[src/rtl/alu_operand_loader.sv]
// ---------------------------------------------------------------------------
// alu_operand_loader
//
// Front-end for a 4-bit combinational ALU. Operand A, operand B and a 3-bit
// opcode arrive one nibble per load strobe on din and are held stable on the
// ALU input pins. One cycle after the opcode is captured, the ALU result and
// flags are registered. Completion is reported with a sticky valid and a
// one-cycle done pulse. An illegal opcode raises err, and completed
// operations are counted.
//
// Parameters:
//   N_OPS  number of legal opcodes; sel values >= N_OPS are flagged illegal
//   CNT_W  width of the completed-operation counter (wraps)
//
// Ports:
//   clk         in   system clock, all state on rising edge
//   rst         in   synchronous active-high reset (beats clr and load)
//   din[3:0]    in   nibble bus: operand, or opcode in din[2:0]
//   load        in   strobe consuming din in the capture states
//   clr         in   synchronous abort back to S_A (beats load)
//   alu_a[3:0]  out  registered operand A to the ALU
//   alu_b[3:0]  out  registered operand B to the ALU
//   alu_sel[2:0] out registered opcode to the ALU
//   alu_result[7:0], alu_carry, alu_zero  in  combinational ALU outputs
//   result[7:0], carry, zero  out  registered ALU outputs
//   err         out  last completed operation used an illegal opcode
//   valid       out  sticky: result/flags are valid
//   done        out  one-cycle pulse when a result is registered
//   busy        out  high in S_B, S_OP and S_EXEC
//   op_count    out  completed-operation counter
// ---------------------------------------------------------------------------
module alu_operand_loader #(
    parameter int N_OPS = 6,
    parameter int CNT_W = 8
) (
    input  logic             clk,
    input  logic             rst,
    input  logic [3:0]       din,
    input  logic             load,
    input  logic             clr,
    output logic [3:0]       alu_a,
    output logic [3:0]       alu_b,
    output logic [2:0]       alu_sel,
    input  logic [7:0]       alu_result,
    input  logic             alu_carry,
    input  logic             alu_zero,
    output logic [7:0]       result,
    output logic             carry,
    output logic             zero,
    output logic             err,
    output logic             valid,
    output logic             done,
    output logic             busy,
    output logic [CNT_W-1:0] op_count
);

    typedef enum logic [2:0] {
        S_A,
        S_B,
        S_OP,
        S_EXEC,
        S_DONE
    } state_t;

    // Widened copy of N_OPS so the illegal-opcode compare has matching widths.
    localparam logic [31:0] N_OPS_W = 32'(N_OPS);

    state_t           state_q, state_d;
    logic [3:0]       a_q, a_d;
    logic [3:0]       b_q, b_d;
    logic [2:0]       sel_q, sel_d;
    logic [7:0]       result_q, result_d;
    logic             carry_q, carry_d;
    logic             zero_q, zero_d;
    logic             err_q, err_d;
    logic             valid_q, valid_d;
    logic             done_q, done_d;
    logic [CNT_W-1:0] count_q, count_d;

    // Next-state and datapath update. Everything holds by default; done is
    // the only output that falls back to zero so that it pulses for a single
    // cycle. clr wins over load, and an abort in S_EXEC skips the result
    // update entirely because the S_EXEC branch is never reached.
    always_comb begin
        state_d  = state_q;
        a_d      = a_q;
        b_d      = b_q;
        sel_d    = sel_q;
        result_d = result_q;
        carry_d  = carry_q;
        zero_d   = zero_q;
        err_d    = err_q;
        valid_d  = valid_q;
        done_d   = 1'b0;
        count_d  = count_q;

        if (clr) begin
            state_d = S_A;
        end else begin
            case (state_q)
                // S_DONE behaves like S_A on load: a new operation starts and
                // the previous result is no longer reported as valid.
                S_A, S_DONE: begin
                    if (load) begin
                        a_d     = din;
                        valid_d = 1'b0;
                        state_d = S_B;
                    end
                end
                S_B: begin
                    if (load) begin
                        b_d     = din;
                        state_d = S_OP;
                    end
                end
                S_OP: begin
                    if (load) begin
                        sel_d   = din[2:0];
                        state_d = S_EXEC;
                    end
                end
                // The ALU is combinational on the held operands, so its
                // outputs are already settled during this single cycle.
                S_EXEC: begin
                    result_d = alu_result;
                    carry_d  = alu_carry;
                    zero_d   = alu_zero;
                    err_d    = ({29'd0, sel_q} >= N_OPS_W);
                    valid_d  = 1'b1;
                    done_d   = 1'b1;
                    count_d  = count_q + CNT_W'(1);
                    state_d  = S_DONE;
                end
                default: begin
                    state_d = S_A;
                end
            endcase
        end
    end

    // State and datapath registers with synchronous reset; reset clears
    // every output and discards any partially collected operands.
    always_ff @(posedge clk) begin
        if (rst) begin
            state_q  <= S_A;
            a_q      <= '0;
            b_q      <= '0;
            sel_q    <= '0;
            result_q <= '0;
            carry_q  <= 1'b0;
            zero_q   <= 1'b0;
            err_q    <= 1'b0;
            valid_q  <= 1'b0;
            done_q   <= 1'b0;
            count_q  <= '0;
        end else begin
            state_q  <= state_d;
            a_q      <= a_d;
            b_q      <= b_d;
            sel_q    <= sel_d;
            result_q <= result_d;
            carry_q  <= carry_d;
            zero_q   <= zero_d;
            err_q    <= err_d;
            valid_q  <= valid_d;
            done_q   <= done_d;
            count_q  <= count_d;
        end
    end

    assign alu_a    = a_q;
    assign alu_b    = b_q;
    assign alu_sel  = sel_q;
    assign result   = result_q;
    assign carry    = carry_q;
    assign zero     = zero_q;
    assign err      = err_q;
    assign valid    = valid_q;
    assign done     = done_q;
    assign op_count = count_q;
    assign busy     = (state_q == S_B) || (state_q == S_OP) || (state_q == S_EXEC);

endmodule

[config.mk]
export PLATFORM = sky130hd
export DESIGN_NAME = alu_operand_loader
export DESIGN_NICKNAME = d
export VERILOG_FILES = /design/src/rtl/alu_operand_loader.sv
export SDC_FILE = /design/constraint.sdc
export NUM_CORES = 1
export LEC_CHECK = 0
export CAP_MARGIN = 15
export CORE_MARGIN = 1.5
export CORE_UTILIZATION = 40
export DETAILED_ROUTE_END_ITERATION = 12
export PLACE_DENSITY = 0.75
export SLEW_MARGIN = 40
export SYNTH_ARGS = -nofsm -noshare
export SYNTH_HDL_FRONTEND = slang
export SYNTH_SLANG_ARGS = --single-unit
[constraint.sdc]
create_clock -name clk -period 1.2 [get_ports clk]
set_input_delay 0.24 -clock clk [delete_from_list [all_inputs] [get_ports clk]]
set_output_delay 0.24 -clock clk [all_outputs]
set_load 0.01 [all_outputs]
# Word level (Yosys, flattened, before mapping)
# Cells that the tools add are included.
[op_classes]
add_sub_neg = 1
order_cmp = 1
eq_ne = 7
n_mux = 7
bitwise = 1
reduce_logical = 12
[ops]
columns = ["operator", "n"]
rows = [
  ["3-bit AND reduction", 5],
  ["3-bit one-hot mux with 4 select lines", 1],
  ["3-bit 2-to-1 mux", 3],
  ["8-bit by 1-bit adder with 8-bit output (second input constant)", 1],
  ["3-bit by 2-bit == test with 1-bit output (second input constant)", 2],
  ["2-bit inequality test (second input constant)", 3],
  ["2-bit OR reduction", 2],
  ["3-bit by 1-bit == test with 1-bit output (second input constant)", 1],
  ["3-bit == test (second input constant)", 1],
  ["3-bit greater-or-equal comparator (second input constant)", 1],
  ["3-bit zero test", 1],
  ["1-bit logical OR", 2],
  ["1-bit 2-to-1 mux", 2],
  ["1-bit one-hot mux with 2 select lines", 1],
  ["2-bit AND reduction", 1],
  ["2-bit nonzero test", 1],
  ["1-bit inverter", 1],
]
[totals]
register_bits = 35
word_cells = 40

# Depth between registers and ports, before layout
# Gate-level depths: netlist (run 1).
[depth]
word_depth = 4
ltp_mapped = 5
depth_no_buf = 4

# Worst setup path after synthesis (run 1)
# OpenSTA, ideal clock, no wires.
[synth_path]
path_kind = "register to register"
startpoint = "register state_q[1]"
endpoint = "register count_q[7], in the netlist op_count[7]"
arrival_time_ps = 1214
required_ps = 1079
path_slack_ps = -134
stages_incl_launch_ff = 4
n_path_buf = 0
cell_sequence = "dfxtp_1 nand4bb_2 nor4_1 mux2_2"
[synth_via]
elab_chain_len = 2
[synth_lines]
columns = ["item", "line_no", "source"]
rows = [
  ["start, declared", "68", "state_t state_q, state_d;"],
  ["start signal, assigned", "157", "state_q <= state_d;"],
  ["3-bit by 2-bit == test with 1-bit output", "100", "case (state_q)"],
  ["2-bit AND reduction (no line)", "--", ""],
  ["end signal, assigned", "167", "count_q <= count_d;"],
  ["end, declared", "78", "logic [CNT_W-1:0] count_q, count_d;"],
]
# No other way between the ends.
# A chain may end at the register's enable or synchronous reset.

# Final worst setup path (run 1)
[layout_path]
startpoint = "register state_q[1]"
endpoint = "register count_q[4], in the netlist op_count[4]"
# The elaborated chain is that of the path after synthesis.

==> impl_metrics.toml, run 1 <==
[pwr]
intPower_mw = 1.53
switchingPower_mw = 0.541
power.density_nw_per_um2 = 855
seq_power_share_pct = 56.6
irDropWorstVdd_mv = 0.583
clock_power_share_pct = 31.7
leakage_nw = 0.920
combPwrFrac_pct = 11.7
swShare_pct = 26.2

[finish]
finish.utilization_pct = 71.3
drive_above_1_share_pct = 46.5
final_nets = 261
area_growth_syn_to_layout_pct = 67.6
fillCellCount = 260
num_antenna_cells = 0

[floorplan]
io_pins = 51
start_util_pct = 42.6
rows = 21
die_h_um = 63.1
die-area_sq_um = 3980
die_w_um = 63.1
core_sq_um = 3390

[timing]
max-slew-margin-rel_pct = 80.1
postLayoutSetupSlackWorst_ns = -0.155
whs_ns = 0.355
skew_ns = 0.00198
post-route-min-period_ns = 1.36
max_freq_ghz = 0.738
period_share_pct = 113
drv_slew = 0
rsz0062_at_grt = "yes"
tightest_slew_ns = 0.296
hold_viol_final = 0
final-setup-viol-count = 21

[worst_setup_path]
crit_type = "flip-flop to flip-flop"
cp_common_cell = "buf_6"
path_cells = "buf_6, nand4bb_4, buf_6, or3_1, a21oi_1"
crit_path_end_kind = "flip-flop"
crit_arrival_ns = 1.63
worstPathMaxFanout = 8
required_ns = 1.48
crit_path_start_kind = "flip-flop"
cp_slowest_stage_delay_ns = 0.39
crit_slowest_cell = "dfxtp_4"

[run_status]
status = "finished with violations"
violations = "negative setup slack"

[global_routing]
grt_usage_pct = 20.5
use_met1_pct = 23.5
grt_max_degree = 19
grt-ovfl-total = 0
grt_pass1_vias = 1466
grt_pass1_wl_mm = 6.47
busiest_layer = "met2"
antenna_found_initial = 0
use_met2_pct = 36.2
gr-usage-met3_pct = 5.54

[placed_design]
post-place-ws_ns = -0.498
gp_congestion = 0.872
port_buffers = 50
place_hpwl_mm = 2.52

[synth]
synth_mux_area_share_pct = 3.56
syn_area_sq_um = 1440
synth_compound_area_share_pct = 14.8
ys_async_sr_fraction_pct = 0
synthSimpleGateAreaFrac_pct = 27.3
syn_inst = 166
yosys.area_share.adder_pct = 0.867
ys_types = 31
syn_area_per_cell_sq_um = 8.69
yosysSeqAreaShare_pct = 48.6
ys_warn_count = 0
synth_edf_count = 0
ys_ff_latch = 35
ys.flop_type = "dfxtp_1"
synth_xor_area_share_pct = 0.607
syn_nets = 185
synth_top_family_by_area = "simple AND/OR/NAND/NOR gates"

[clocking]
cts_buffer_depth = 2
cts_tree = "built"
ctsHoldBuffers = 0
worstSkewPairLatency_ns = 0.34
cts-htree-levels = 2
clk_pin_slew_worst_paths_ns = 0.11
numCtsBuffers = 5
cts_root_buf = "clkbuf_4"
cts.sinks = 35

[run]
drv_cap = 0

[worst_hold_path]
hold_path.class = "primary input to flip-flop"

[route]
first_pass_iters = 4
final_antenna_net_count = 0
vias_per_cell = 5.27
wirelength_mm = 4.19
drcViolationCount = 0
num_vias = 1522
wire_per_inst_um = 14.5
drt-initial-drc-count = 78
## through the flow
| step | setup TNS, ns | instances | total power [mW] | instance area [sq um] |
|---|---|---|---|---|
| 2_1_floorplan | -0.0118 | 166 | 1.28 | 1490 |
| 3_3_place_gp | -11.43 | 266 | 1.40 | 2150 |
| 3_5_place_dp | -12.12 | 266 | 1.41 | 2150 |
| 4_1_cts | -1.33 | 283 | 2.03 | 2330 |
| 5_1_grt | -2.64 | 289 | 2.13 | 2420 |
| 6_report | -1.37 | 289 | 2.07 | 2420 |
## layer usage
layer	wire (um)	part of all wire [%]
met2	2180	52
met4	59	1.4
met1	1730	41
met3	224	5.4
met5	0	0
## state kept, by name, summed over array words and instances (netlist names)
signal / count
alu_a: 4
alu_b: 4
alu_sel: 3
carry: 1
done: 1
err: 1
op_count: 8
result: 8
state_q: 3
valid: 1
zero: 1
## placed cells by master, fill, tap and decap left out, drive strengths merged, types with 3 or more instances in the layout
cell / instances
and4bb: 3
mux2i: 4
o21ai: 11
dfxtp: 35
nand4bb: 3
clkbuf: 27
nand3: 9
clkdlybuf4s15: 5
nand2: 24
nor2: 11
clkdlybuf4s50: 15
or3: 3
buf: 36
inv: 5
nand3b: 4
a21oi: 26
## synth_stat cells, drive strengths merged (2+ instances only)
master	instances	share of area [%]
nand3	9	3.1
or4	2	1.0
dfxtp	35	49
o31ai	2	1.0
inv	4	1.0
nand2b	2	0.87
nand2	24	6.2
o21ai	11	3.8
nand3b	4	2.1
nand4bb	3	2.7
mux2i	4	2.8
clkbuf	6	1.6
a21oi	26	9.0
nor2	11	2.9
nor4b	2	2.3
and4bb	3	2.6
or3	3	1.3
buf	5	1.6
## area by class of cell
| type | instances | area, sq um | area share [%] |
|---|---|---|---|
| Clock inverter | 3 | 18.8 | 0.776 |
| Sequential cell | 35 | 737 | 30.5 |
| Timing Repair Buffer | 80 | 689 | 28.5 |
| Inverter | 4 | 15.0 | 0.621 |
| Tap cell | 46 | 57.6 | 2.38 |
| Clock buffer | 5 | 37.5 | 1.55 |
| Multi-Input combinational cell | 116 | 862 | 35.7 |
## worst paths after layout
check | start | endpoint | slack (ns) | cells after the start
max | state_q[1] | op_count[4] | -0.16 | 5
min | clr | state_q[2] | 0.36 | 3
max reg2reg | state_q[1] | op_count[4] | -0.16 | 5
min reg2reg | result[5] | result[5] | 0.46 | 2
## cells by family (layout without fill, tap and decap cells)
family,count (synthesis),count (layout)
AND/OR/NAND/NOR,68,68
adder cells (fa/ha/maj),1,1
multiplexers,5,5
XOR/XNOR,1,1
flip-flops,35,35
AO/OA/AOI/OAI,41,41
buffers and inverters,15,92
## what timing repair did
action                                  4_1_cts  5_1_grt
endpoints found under the setup margin       54       63
resized for setup                            87       75
gates cloned                                  1        0
setup buffers                                 8        6
pin swaps                                    12       20
## critical path, delay by kind of cell, from the launching register on
| kind | cells | cell delay (ns) |
|---|---|---|
| AOI/OAI and AO/OA | 1 | 0.13 |
| and+or+nand+nor | 2 | 0.49 |
| DFF | 1 | 0.39 |
| buffers and inverters | 2 | 0.27 |
## power by group through the flow
stage               Combinational (mW)  Sequential, mW  Clock, mW
floorplan                       0.0717            1.21          0
global placement                 0.199            1.21          0
detailed placement               0.202            1.21          0
CTS                              0.208            1.17      0.649
global route                     0.258            1.17      0.703
finish                           0.242            1.17      0.654
No activity file was read; power rests on OpenSTA's default activity.
==> run 2: changes to the inputs <==
--- a/config.mk
+++ b/config.mk
@@ -9,6 +9,7 @@
 export CORE_MARGIN = 1.5
 export CORE_UTILIZATION = 40
 export DETAILED_ROUTE_END_ITERATION = 12
+export GPL_ROUTABILITY_DRIVEN = 1
 export PLACE_DENSITY = 0.75
 export SLEW_MARGIN = 40
 export SYNTH_ARGS = -nofsm -noshare
==> results of run 2 <==
No change in the layout: final DEF, timing and power equal those of run 1.
==> run 3: changes to the inputs <==
--- a/config.mk
+++ b/config.mk
@@ -5,11 +5,11 @@
 export SDC_FILE = /design/constraint.sdc
 export NUM_CORES = 1
 export LEC_CHECK = 0
-export CAP_MARGIN = 15
 export CORE_MARGIN = 1.5
 export CORE_UTILIZATION = 40
 export DETAILED_ROUTE_END_ITERATION = 12
 export GPL_ROUTABILITY_DRIVEN = 1
+export GPL_TIMING_DRIVEN = 0
 export PLACE_DENSITY = 0.75
 export SLEW_MARGIN = 40
 export SYNTH_ARGS = -nofsm -noshare
==> run 3 against run 2 <==
Net effect: the flow still finishes with violations (negative setup slack); via count decreased by 1.8%; setup slack got worse by 0.032 ns; clock skew increased by 0.0095 ns; cell area fell by 2.2%; critical path depth is the same; sequential power hardly changed; combinational power shrank 14%; sequential cell count stayed put; critical endpoint is now op_count[7]; largest power group unchanged.
==> impl_metrics.toml, run 3 (same netlist as run 1, synthesis figures left out) <==
[run_status]
status = "finished with violations"
violations = "negative setup slack"

[floorplan]
die_h_um = 63.1
start_util_pct = 42.6
rows = 21
die_w_um = 63.1
die-area_sq_um = 3980
io_pins = 51
core_sq_um = 3390

[worst_setup_path]
path_cells = "buf_6, nand4bb_4, buf_6, nor4_4, mux2_4"
required_ns = 1.43
crit_type = "flip-flop to flip-flop"
crit_arrival_ns = 1.62
worstPathMaxFanout = 6
path_delay_family = "flip-flops"
cp_common_cell = "buf_6"
crit_slowest_cell = "dfxtp_4"
crit_buf_inv = 2
crit_path_start_kind = "flip-flop"
cp_slowest_stage_delay_ns = 0.36
crit_path_end_kind = "flip-flop"

[global_routing]
grt_usage_pct = 21.3
grt_pass1_vias = 1397
grt_max_degree = 13
antenna_found_initial = 0
grt-ovfl-total = 0
grt_pass1_wl_mm = 6.52

[pwr]
irDropWorstVdd_mv = 0.742
leakage_nw = 0.893
power.density_nw_per_um2 = 946

[timing]
tightest_slew_ns = 0.655
final-setup-viol-count = 27
rsz0062_at_grt = "yes"
period_share_pct = 116
hold_viol_final = 0
postLayoutSetupSlackWorst_ns = -0.187
post-route-min-period_ns = 1.39
skew_ns = 0.0114
drv_slew = 0
tns_ns = -2.47
max-slew-margin-rel_pct = 56.3
max_freq_ghz = 0.721

[clocking]
cts.sinks = 35
cts-htree-levels = 2
clk_pin_slew_worst_paths_ns = 0.10
cts_tree = "built"
worstSkewPairLatency_ns = 0.34
cts_buffer_depth = 2
cts_root_buf = "clkbuf_4"
numCtsBuffers = 5

[route]
wire_per_inst_um = 15.2
drt-initial-drc-count = 80
num_vias = 1495
vias_per_cell = 5.26
wirelength_mm = 4.31
first_pass_iters = 4
drcViolationCount = 0
final_antenna_net_count = 0

[finish]
finish.utilization_pct = 69.8
final_nets = 256
num_antenna_cells = 0
final_common_cell = "clkbuf_2"
final_area_sq_um = 2360
drive_above_1_share_pct = 48.3
layout_common_cells = "clkbuf_2, dfxtp_1, nand2_1"
fillCellCount = 261
area_growth_syn_to_layout_pct = 63.9

[run]
drv_cap = 0

[placed_design]
place_hpwl_mm = 2.73
placed_area_sq_um = 2040
gp_congestion = 0.809
port_buffers = 49

[worst_hold_path]
hold_path.class = "primary input to flip-flop"
## run 3: cell count changes in the layout (fill, tap and decap cells not counted), moves of 2 or more
| cell | before | now |
|---|---|---|
| a21oi_2 | 9 | 12 |
| o31ai_2 | 0 | 2 |
| buf_4 | 15 | 5 |
| clkdlybuf4s15_1 | 5 | 3 |
| nand2_2 | 1 | 5 |
| nand2_1 | 22 | 18 |
| o31ai_1 | 2 | 0 |
| a21oi_1 | 17 | 14 |
| clkbuf_8 | 0 | 2 |
| buf_6 | 10 | 13 |
| clkbuf_1 | 0 | 3 |
| buf_12 | 3 | 0 |
## run 3: metal layers
metal | vias to the layer above | track usage, % | share of wire, %
li1 | 728 | - | -
met1 | 708 | 24.8 | 41
met2 | 51 | 37.1 | 51
met3 | 8 | 4.82 | 5.8
met4 | 0 | 9.44 | 2.0
met5 | - | 0 | 0
## run 3: power by group
| part | switching, mW | internal (mW) |
|---|---|---|
| registers | 0.00745 | 1.16 |
| clock network | 0.421 | 0.438 |
| logic | 0.0975 | 0.111 |
| total | 0.526 | 1.71 |
## run 3: area by class of cell
| cell class | count | area [sq um] | share of cell area [%] |
|---|---|---|---|
| multi-input cells | 116 | 866 | 36.6 |
| flip-flops and latches | 35 | 734 | 31.1 |
| repair buffers | 64 | 518 | 21.9 |
| plain buffers | 11 | 92.6 | 3.92 |
| well taps | 46 | 57.6 | 2.43 |
| clock inverters | 3 | 43.8 | 1.85 |
| clock buffers | 5 | 37.5 | 1.59 |
| inverters | 4 | 15.0 | 0.635 |
## run 3: worst paths after layout
kind / start / to / slack [ns] / depth (start not counted)
setup / recovery: state_q[0] / op_count[7] / -0.19 / 5
hold reg to reg: carry / carry / 0.47 / 2
hold / removal: rst / state_q[2] / 0.30 / 2
setup reg to reg: state_q[0] / op_count[7] / -0.19 / 5
## run 3: per-stage QoR
stage                     std cells  total power, mW  worst slack (ns)  hold slack, ns
after detailed placement        261             1.39            -0.700           0.448
after floorplan                 166             1.28          -0.00715           0.376
after global placement          261             1.38            -0.624           0.443
after global routing            284             2.35            -0.250           0.330
after CTS                       277             2.22            -0.219           0.257
final                           284             2.24            -0.187           0.301
## run 3: what timing repair did
action | 4_1_cts | 5_1_grt
buffers inserted | 7 | 5
gates cloned | 1 | 2
hold buffers | 0 | 0
gates resized for setup | 107 | 77
pin swaps | 9 | 13
setup endpoints to repair | 66 | 60
